<file path="config.mk">
export PLATFORM = sky130hd
export DESIGN_NAME = opsel_alu
export DESIGN_NICKNAME = d
export VERILOG_FILES = /design/src/rtl/opsel_alu.sv
export SDC_FILE = /design/constraint.sdc
export NUM_CORES = 1
export LEC_CHECK = 0
export CAP_MARGIN = 10
export CORE_ASPECT_RATIO = 0.7
export CORE_MARGIN = 2
export CORE_UTILIZATION = 60
export DETAILED_ROUTE_END_ITERATION = 16
export GPL_ROUTABILITY_DRIVEN = 1
export GPL_TIMING_DRIVEN = 0
export HOLD_SLACK_MARGIN = 0.02
export PLACE_DENSITY = 0.88
export SLEW_MARGIN = 20
export SYNTH_ARGS = -nofsm -noshare
export SYNTH_HDL_FRONTEND = slang
export SYNTH_SLANG_ARGS = --single-unit
</file>
<file path="constraint.sdc">
create_clock -name clk -period 4.6 [get_ports clk]
set_clock_uncertainty 0.2 [all_clocks]
set_input_delay 0.69 -clock clk [delete_from_list [all_inputs] [get_ports clk]]
set_output_delay 0.69 -clock clk [all_outputs]
set_load 0.02 [all_outputs]
</file>
<file path="src/rtl/opsel_alu.sv">
// opsel_alu: 8-op multi-cycle ALU with valid/ready handshake on both sides.
// Ports: clk, rst_n, in_valid/in_ready, op, p, q, out_valid/out_ready, r, zero.
module opsel_alu #(
  parameter int WIDTH    = 5,
  parameter int RANGE_LO = 10,
  parameter int RANGE_HI = 20
) (
  input  logic               clk,
  input  logic               rst_n,
  input  logic               in_valid,
  output logic               in_ready,
  input  logic [2:0]         op,
  input  logic [WIDTH-1:0]   p,
  input  logic [WIDTH-1:0]   q,
  output logic               out_valid,
  input  logic               out_ready,
  output logic [2*WIDTH-1:0] r,
  output logic               zero
);

  localparam int W2 = 2 * WIDTH;
  localparam int CW = $clog2(WIDTH + 1);
  localparam logic [WIDTH-1:0] WL      = WIDTH'(WIDTH);
  localparam logic [CW-1:0]    CNT_END = CW'(WIDTH);
  localparam logic [31:0]      LO32    = RANGE_LO;
  localparam logic [31:0]      HI32    = RANGE_HI;

  typedef enum logic [1:0] {
    S_IDLE,
    S_MUL,
    S_DONE
  } state_e;

  state_e          state_q;
  logic [W2-1:0]   r_q;
  logic            zero_q;
  logic [CW-1:0]   cnt_q;
  logic [W2-1:0]   acc_q;
  logic [W2-1:0]   mcand_q;
  logic [WIDTH-1:0] mplier_q;

  logic [W2-1:0]    alu_d;
  logic [WIDTH-1:0] amt;
  logic [W2-1:0]    dbl;
  logic [WIDTH-1:0] nand_w;
  logic [WIDTH-1:0] shr_w;
  logic [WIDTH-1:0] max_w;
  logic [31:0]      q32;
  logic             in_rng;

  always_comb begin
    alu_d  = '0;
    amt    = q % WL;
    // Upper half of {p,p} shifted left is p rotated left by amt.
    dbl    = {p, p} << amt;
    nand_w = ~(p & q);
    shr_w  = p >> q;
    max_w  = (p > q) ? p : q;
    q32    = {{(32 - WIDTH){1'b0}}, q};
    in_rng = (q32 >= LO32) && (q32 <= HI32);
    unique case (op)
      3'd1: if (q < WL) alu_d = {{WIDTH{1'b0}}, shr_w};
      3'd2: alu_d = {{WIDTH{1'b0}}, p} + {{WIDTH{1'b0}}, q};
      3'd3: alu_d = {{WIDTH{1'b0}}, nand_w};
      3'd4: alu_d = {{WIDTH{1'b0}}, dbl[W2-1:WIDTH]};
      3'd5: alu_d = {{WIDTH{1'b0}}, max_w};
      3'd6: alu_d = {{(W2-1){1'b0}}, in_rng};
      3'd7: alu_d = {{(W2-1){1'b0}}, ^p};
      default: alu_d = '0;
    endcase
  end

  always_ff @(posedge clk or negedge rst_n) begin
    if (!rst_n) begin
      state_q  <= S_IDLE;
      r_q      <= '0;
      zero_q   <= 1'b0;
      cnt_q    <= '0;
      acc_q    <= '0;
      mcand_q  <= '0;
      mplier_q <= '0;
    end else begin
      unique case (state_q)
        S_IDLE: begin
          if (in_valid) begin
            if (op == 3'd0) begin
              mcand_q  <= {{WIDTH{1'b0}}, p};
              mplier_q <= q;
              acc_q    <= '0;
              cnt_q    <= '0;
              state_q  <= S_MUL;
            end else begin
              r_q     <= alu_d;
              zero_q  <= (alu_d == '0);
              state_q <= S_DONE;
            end
          end
        end
        S_MUL: begin
          // WIDTH shift-add steps, then one cycle to publish the product.
          if (cnt_q == CNT_END) begin
            r_q     <= acc_q;
            zero_q  <= (acc_q == '0);
            state_q <= S_DONE;
          end else begin
            if (mplier_q[0]) acc_q <= acc_q + mcand_q;
            mcand_q  <= mcand_q << 1;
            mplier_q <= mplier_q >> 1;
            cnt_q    <= cnt_q + 1'b1;
          end
        end
        S_DONE: begin
          if (out_ready) begin
            zero_q  <= 1'b0;
            state_q <= S_IDLE;
          end
        end
        default: state_q <= S_IDLE;
      endcase
    end
  end

  assign in_ready  = (state_q == S_IDLE);
  assign out_valid = (state_q == S_DONE);
  assign r         = r_q;
  assign zero      = zero_q;

endmodule
</file>
==> metrics <==
status finished, final reports clean; Placer Congestion roughly 0.97; Syn Inst Count 413; area delta synth->final 13.85%; pwr dens 349.3 mW/mm²; Die Span X a little under 100 µm; met3 WL between 1 and 1.5 mm; Clock Latency Late Sink 300 ps; post_cts resized 0; Residual DRC 0; share of flip-flops with an asynchronous set or reset between 90% and 100%; met2 wire length 4.008 mm; met1 WL 4.501 mm; FF+latch count, synth 41; non-filler cells, final between 500 and 600; NumNets Final 494; total grt overflow 0; placed cells 518; YS warnings 0; Max Freq 248.8 MHz; Hold WC Path Type input port to asynchronous set/reset pin; Clock Sinks 41; synthesized net count 457; EDFF count, synth 0; top cells by area, synth dfrtp_1, ha_1, mux2i_1; Setup Viol. Count Final 0; Core Area about 0.0058 mm²; sum of negative setup slack 0 ps; CTS tree yes; smallest hold slack 38.65 ps; Worst-Margin Slew 641.8 ps; CTS root buffer clkbuf_8; final HPWL from detailed placement between 7 and 8 mm; Syn Area/Cell 8.749 µm²; Max Fanout on Critical Path 10; io pins 30; die footprint 0.006669 mm²; first-pass GRT wire length around 15 mm; Worst VDD drop 0.0001888 V; largest net degree at the start of global routing 34; Detail Route Antenna Nets 0; crit start category input port; Die H 68.93 µm; initial core utilization 62.78%; Longest Clk Path Bufs 2; Routed wire per std cell 18.52 µm; Most used DFF post-synth dfrtp_1; final-report max-slew violation count 0; top-area cell type share of the netlist area 28.39%; share of cells above drive strength 1 roughly 8.0%; Critical Path Sink Type flop; Port Buf Inserts 29; clock slew at reported path FFs about 90 ps; Synth cell types 78; Max Used Layer met4; First-pass DRT Iterations 5; CTS Buf Count 5; post-synth top area cell dfrtp_1; Setup Buffers After CTS 0; ant diodes 0; CP Class input port to flop; antenna violations before repair 0; CP arrival 4060 ps; unrepaired setup endpoints after global routing no; Slew HR 57.22%; max cap viols 0; Final Hold Viols 0; H-Tree Depth 2; hold_buf cts 0; vias in the first global route 3097; sequential element share of the synthesized area ~28%; Post-Route WL roughly 9.7 mm; Final Critical Period 4019 ps; Via Count 3469; Required @ worst endpoint 4640 ps; most common library cells after synthesis dfrtp_1, nand2_1, o21ai_0, ha_1, a21oi_1; Rows 23; Total GRT Usage 29.11%; leak pwr 1.746 nW; DRT iter0 DRCs 371; Vias/cell 6.595; Period Utilization, post-route 87.37%; Post-Syn Area 0.003613 mm²
## cells in the final DEF, fill, tap and decap left out, types with 3 or more instances in the layout
cell type	n
a211oi_1	4
a21o_1	5
a21oi_1	21
a22o_1	11
and2_1	4
and3_1	3
and4_1	4
buf_2	6
clkbuf_1	14
clkbuf_8	7
clkdlybuf4s50_1	28
dfrtp_1	41
ha_1	25
inv_1	20
mux2i_1	17
nand2_1	41
nand2b_1	8
nand3_1	9
nor2_1	20
nor2b_1	10
nor3_1	8
nor4_1	3
o211ai_1	8
o21a_1	4
o21ai_0	33
o21bai_1	5
o22ai_1	4
or3_1	6
xnor2_1	10
xor2_1	6
## layer usage
layer | track usage, % | up-vias
met4 | 6.338 | 0
li1 | - | 1606
met1 | 41.60 | 1645
met2 | 45.31 | 187
met3 | 7.056 | 31
met5 | 0 | -
## power breakdown
part           total [W]  internal [W]  leakage [nW]  switching [W]
Clock           0.000268      0.000136        0.0542       0.000132
Combinational   0.000655      0.000279          1.14       0.000376
Sequential      0.000514      0.000445         0.547      0.0000687
Total            0.00144      0.000860          1.75       0.000577
## metrics by stage
step	total power [W]	utilization [%]	worst slack, ps	area (µm²)
2_1_floorplan	0.0009415	-	1504	3613
3_3_place_gp	0.001125	69.46	422.3	3998
3_5_place_dp	0.001156	69.72	432.5	4013
4_1_cts	0.001419	71.48	710.8	4114
5_1_grt	0.001520	71.48	367.4	4114
6_report	0.001437	71.48	581.0	4114
## final cells by class
type / count / area [µm²]
Buffer: 23 / 103.9
Clock buffer: 7 / 96.34
Clock inverter: 1 / 5.005
Fill cell: 415 / 1642
Inverter: 21 / 78.83
Multi-Input combinational cell: 328 / 2405
Sequential cell: 41 / 1026
Tap cell: 75 / 93.84
Timing Repair Buffer: 30 / 305.3
## final timing paths
kind	to	slack [ps]	cells after the start	from
max	zero$_DFFE_PN0P_	580	13	q[2]
min in group clk	r[0]$_DFFE_PN0P_	290	2	r[0]$_DFFE_PN0P_
min reg2reg	r[0]$_DFFE_PN0P_	290	2	r[0]$_DFFE_PN0P_
min	state_q[0]$_DFFE_PN0P_	40	1	rst_n
max reg2reg	acc_q[1]$_DFFE_PN0P_	1500	10	state_q[1]$_DFFE_PN0P_
max in group asynchronous	mplier_q[0]$_DFFE_PN0P_	3710	2	rst_n
## critical path: stages
cell and delay, ps:
clkdlybuf4s50_1 590, buf_6 170, clkbuf_1 420, inv_1 160, ha_1 370, o21ai_0 210
a21oi_1 90, or3_1 370, nand3_1 110, o21ai_0 100, a222oi_1 390, and4_1 250
a31o_1 140
## flip-flops by register name, indices dropped and copies added, names as in the netlist
signal / flops
acc_q: 10
cnt_q: 3
r: 10
zero: 1
mcand_q: 10
state_q: 2
mplier_q: 5
## kinds of logic (layout without fill, tap and decap cells)
kind of cell               after synthesis  count (layout)  synth area share, %
AOI/OAI and AO/OA                      131             131                26.49
xor gates and xnor gates                17              17                4.328
adders and majority gates               27              27                9.765
buffers and inverters                   44              82                5.055
DFF                                     41              41                28.39
muxes                                   20              20                6.371
and+or+nand+nor                        133             133                19.60
Note: power is estimated with default switching activity, not from simulation.
